==> src/rtl/apb_pkg.sv <==
// apb_pkg: bus widths, FSM state encoding and register map shared by APB master and slave
package apb_pkg;
  localparam int ADDR_W = 3;
  localparam int DATA_W = 16;
  localparam logic [ADDR_W-1:0] ADDR_XFER_CNT = 3'd6;
  localparam logic [ADDR_W-1:0] ADDR_ID = 3'd7;
  typedef enum logic [0:0] {IDLE = 1'b0, ACCESS = 1'b1} state_t;
  function automatic logic is_ro(input logic [ADDR_W-1:0] a);
    return a >= ADDR_XFER_CNT;
  endfunction
endpackage

==> src/rtl/apb_regfile.sv <==
// apb_regfile: six R/W registers, completed-transfer counter and read mux
module apb_regfile
  import apb_pkg::*;
#(
  parameter logic [DATA_W-1:0] ID_VALUE = 16'hA5B0
) (
  input  logic              Pclk,
  input  logic              Prst,
  input  logic              we,
  input  logic              inc,
  input  logic [ADDR_W-1:0] addr,
  input  logic [DATA_W-1:0] wdata,
  output logic [DATA_W-1:0] rdata
);
  logic [DATA_W-1:0] regs [6];
  logic [DATA_W-1:0] xfer_cnt;
  always_ff @(posedge Pclk or posedge Prst)
    if (Prst) begin
      for (int i = 0; i < 6; i++) regs[i] <= '0;
      xfer_cnt <= '0;
    end else begin
      for (int i = 0; i < 6; i++) if (we && addr == 3'(i)) regs[i] <= wdata;
      if (inc) xfer_cnt <= xfer_cnt + 1'b1;
    end
  always_comb begin
    rdata = '0;
    for (int i = 0; i < 6; i++) if (addr == 3'(i)) rdata = regs[i];
    rdata = addr == ADDR_ID ? ID_VALUE : addr == ADDR_XFER_CNT ? xfer_cnt : rdata;
  end
endmodule

==> src/rtl/apb_slave_regfile.sv <==
// apb_slave_regfile: APB completer with programmable wait states over an 8-entry register file
module apb_slave_regfile
  import apb_pkg::*;
#(
  parameter int                WAIT_CYCLES = 1,
  parameter logic [DATA_W-1:0] ID_VALUE    = 16'hA5B0
) (
  input  logic              Pclk,
  input  logic              Prst,
  input  logic              Pselx,
  input  logic              Penable,
  input  logic              Pwrite,
  input  logic [ADDR_W-1:0] Paddr,
  input  logic [DATA_W-1:0] Pwdata,
  output logic [DATA_W-1:0] Prdata,
  output logic              Pready,
  output logic              Pslverr
);
  localparam logic [3:0] WMAX = 4'(WAIT_CYCLES);
  state_t            state;
  logic [3:0]        wcnt;
  logic              rdy;
  logic              done;
  logic [DATA_W-1:0] rdata;
  // Pready comes only from registered state so it never loops back through the master
  assign rdy  = state == ACCESS && wcnt == WMAX;
  assign done = rdy && Pselx && Penable;
  always_ff @(posedge Pclk or posedge Prst)
    if (Prst) begin
      state <= IDLE;
      wcnt  <= '0;
    end else if (state == IDLE) begin
      if (Pselx && !Penable) begin
        state <= ACCESS;
        wcnt  <= '0;
      end
    end else if (!Pselx || done) state <= IDLE;
    else if (wcnt != WMAX) wcnt <= wcnt + 1'b1;
  apb_regfile #(.ID_VALUE(ID_VALUE)) u_rf (
    .Pclk (Pclk),
    .Prst (Prst),
    .we   (done && Pwrite && !is_ro(Paddr)),
    .inc  (done),
    .addr (Paddr),
    .wdata(Pwdata),
    .rdata(rdata)
  );
  assign Pready  = rdy;
  assign Pslverr = rdy && Pwrite && is_ro(Paddr);
  assign Prdata  = (rdy && !Pwrite) ? rdata : '0;
endmodule

==> config.mk <==
export PLATFORM = sky130hd
export DESIGN_NAME = apb_slave_regfile
export DESIGN_NICKNAME = d
export VERILOG_FILES = /design/src/rtl/apb_pkg.sv /design/src/rtl/apb_regfile.sv /design/src/rtl/apb_slave_regfile.sv
export SDC_FILE = /design/constraint.sdc
export NUM_CORES = 1
export LEC_CHECK = 0
export CAP_MARGIN = 5
export CORE_ASPECT_RATIO = 0.8
export CORE_MARGIN = 10
export CORE_UTILIZATION = 43
export CTS_CLUSTER_DIAMETER = 30
export DETAILED_ROUTE_END_ITERATION = 10
export HOLD_SLACK_MARGIN = 0.15
export SYNTH_ARGS = -nofsm -noshare
export SYNTH_HDL_FRONTEND = slang
export SYNTH_SLANG_ARGS = --single-unit
==> constraint.sdc <==
create_clock -name Pclk -period 12.33 [get_ports Pclk]
set_input_delay 2.466 -clock Pclk [delete_from_list [all_inputs] [get_ports Pclk]]
set_output_delay 2.466 -clock Pclk [all_outputs]
set_load 0.01 [all_outputs]
==> impl_metrics.env <==
export IMPL_netlist_area_leader_share=0.5055
export IMPL_vias=3903
export IMPL_status="finished, final reports clean"
export IMPL_timing_slew_headroom=0.2794
export IMPL_worst_pin_slew_ns=1.079
export IMPL_ff2ff_setup_slack_ns=9.71
export IMPL_layout_common_cells="dfrtp_1, mux2_2, clkdlybuf4s50_1, nand2_1, clkbuf_16"
export IMPL_firstDrtPassIters=4
export IMPL_whs_path_depth=1
export IMPL_grtUsageTotal=0.1618
export IMPL_final_common_cell="dfrtp_1"
export IMPL_io_buffers=41
export IMPL_ys_seq_area_frac=0.5055
export IMPL_vias_per_cell=5.648
export IMPL_ctsHoldBuffers=0
export IMPL_cts_made_buffers=17
export IMPL_required_ns=9.86
export IMPL_dieArea_sq_um=18540
export IMPL_nets=530
export IMPL_cts_setup_buffers=0
export IMPL_layout_area_seq_sq_um=2928
export IMPL_grt_max_degree=67
export IMPL_drive_above_1_share=0.2829
export IMPL_coreArea_sq_um=13010
export IMPL_synth_edf_count=0
export IMPL_fp_dieW_um=149.8
export IMPL_holdCritPathClass="reg -> reg"
export IMPL_clock_sinks=117
export IMPL_hp_start="u_rf.xfer_cnt[15]$_DFFE_PP0P_"
export IMPL_dp_cells=659
export IMPL_reg2reg_from="wcnt[1]$_DFFE_PP0P_"
export IMPL_cts_tree="built"
export IMPL_power_density_nw_per_um2=150.0
export IMPL_fmax_mhz=127.5
export IMPL_vdd_drop_max_v=0.0001121
export IMPL_ys_flop_type="dfrtp_1"
export IMPL_gp_congestion=0.7737
export IMPL_finalWorstPathRequiredPeriod_ns=7.846
export IMPL_dp_hpwl_um=8885
export IMPL_p_leak_nw=3.227
export IMPL_rsz0062_at_grt="false"
export IMPL_finalCritPeriodShare=0.6363
export IMPL_synth_nets=494
export IMPL_synth_cells=467
export IMPL_grt_pass1_wl_um=22850
export IMPL_routed_wirelength_um=14100
export IMPL_area_growth_pct=18.06
export IMPL_drc=0
export IMPL_hold_viol=0
export IMPL_yosys_warnings=0
export IMPL_reg2reg_to="u_rf.regs[36]$_DFFE_PP0P_"
export IMPL_fin_tns_setup_ns=0
export IMPL_rows=37
export IMPL_first_global_vias=4011
export IMPL_path_max_fanout=48
export IMPL_io_pins=42
export IMPL_syn_area_sq_um=5792
export IMPL_cts_max_level=4
export IMPL_critPathLaunchType="primary input"
export IMPL_ant_nets=0
export IMPL_critPathArrivalTime_ns=5.38
export IMPL_routedWlPerCell_um=20.41
export IMPL_initialDrtViolationCount=235
export IMPL_clockRootBuffer="clkbuf_16"
export IMPL_cts_resized=0
export IMPL_nFillCells=1126
export IMPL_synth_cell_type_count=49
export IMPL_synth_area_leaders="dfrtp_1, mux2_2, mux2_4"
export IMPL_synthArstFlopShare=1.000
export IMPL_rr_worst_depth=6
export IMPL_grt_ovfl_total=0
export IMPL_multi_input_area_sq_um=2649
export IMPL_cap_violations=0
export IMPL_start_util=0.4452
export IMPL_antennaDiodeCount=0
export IMPL_instances_no_fill=691
export IMPL_yosys_area_top_type="dfrtp_1"
export IMPL_antenna_found_initial=0
export IMPL_ys_ff_latch=117
export IMPL_setup_viol=0
export IMPL_path_clk_slew_ns=0.05
export IMPL_syn_mean_instance_area_sq_um=12.40
export IMPL_slew_viol_final=0
export IMPL_skew_ns=0.009322
export IMPL_cts_max_path_buffers=2
export IMPL_holdPathEnd="u_rf.xfer_cnt[15]$_DFFE_PP0P_"
export IMPL_clock_latency_ns=0.42
export IMPL_critPathKind="in -> out"
export IMPL_end_kind="output port"
export IMPL_die_y_um=123.8
Yosys cell counts (3+ instances only):
| cell type | number |
|---|---|
| dfrtp_1 | 117 |
| mux2_2 | 93 |
| nand2_1 | 23 |
| a21oi_1 | 15 |
| nor2_1 | 14 |
| inv_1 | 13 |
| buf_2 | 12 |
| nand4_1 | 11 |
| mux2_4 | 10 |
| mux2i_1 | 10 |
| nand3_1 | 10 |
| o2bb2ai_1 | 10 |
| clkbuf_1 | 9 |
| o21ai_0 | 9 |
| a22o_1 | 8 |
| nor2b_1 | 8 |
| xnor2_1 | 8 |
| o22ai_1 | 7 |
| xor2_1 | 7 |
| a221oi_1 | 5 |
| a2bb2oi_1 | 5 |
| a22oi_1 | 4 |
| a311oi_1 | 4 |
| and4_1 | 4 |
| buf_6 | 4 |
| o2111a_1 | 4 |
| and3_1 | 3 |
| ha_1 | 3 |
| nand2_4 | 3 |
| nand2b_1 | 3 |
| o22a_1 | 3 |
| o31ai_1 | 3 |
where the power goes:
part           total (mW)  switching (mW)  leakage [nW]  internal (mW)
Sequential          0.448          0.0263          1.61          0.421
Combinational       0.128          0.0666          1.35         0.0613
Clock               0.450           0.162         0.271          0.288
kinds of logic after synthesis:
group                      share of synthesized area
adders and majority gates                   0.006482
buffers and inverters                        0.03716
AOI/OAI and AO/OA                             0.1100
xor gates and xnor gates                     0.02268
muxes                                         0.2318
and+or+nand+nor                              0.08641
DFF                                           0.5055
sequential cells by signal, indices dropped and copies added (netlist names):
register and cells:
state 1, u_rf.regs 96, wcnt 4, u_rf.xfer_cnt 16
stage by stage:
stage	utilization	instance area (sq um)	hold WS, ns	setup slack (ns)	total power, mW
after global routing	0.5256	6838	0.5056	4.314	1.073
after global placement	0.4837	6292	0.4672	4.617	0.5770
after detailed placement	0.4837	6292	0.4681	4.494	0.5820
final	0.5256	6838	0.4982	4.485	1.026
after floorplan	-	5792	0.4420	6.164	0.5388
after CTS	0.5256	6838	0.4914	4.479	1.036
cell type report:
class | count | share of cell area
sequential | 117 | 0.4282
multi-input combinational | 307 | 0.3874
clock buffer | 29 | 0.07758
timing repair buffer | 47 | 0.06514
tap | 175 | 0.03202
inverter | 13 | 0.007502
clock inverter | 3 | 0.002196
critical path, stage by stage:
cell	delay, ns
buf_2	0.07
buf_4	0.49
nor2b_1	0.93
a21oi_1	0.18
o22a_1	0.25
o31ai_1	0.35
clkdlybuf4s50_1	0.62
metal layers:
| layer | wire length (um) | track usage |
|---|---|---|
| met1 | 6881 | 0.2222 |
| met2 | 6186 | 0.2387 |
| met3 | 883 | 0.04676 |
| met4 | 151 | 0.05879 |
| met5 | 0 | 0 |
worst max path at each step:
stage / from / end / slack [ns] / cells after the start
after floorplan: Paddr[0] / Prdata[14] / 6.16 / 6
final: Paddr[0] / Prdata[9] / 4.48 / 7
after detailed placement: Paddr[0] / Prdata[9] / 4.49 / 7
after global routing: Paddr[0] / Prdata[6] / 4.31 / 7
after CTS: Paddr[0] / Prdata[9] / 4.48 / 7
after global placement: Paddr[1] / Prdata[1] / 4.62 / 7
(Power assumes the default switching activity.)
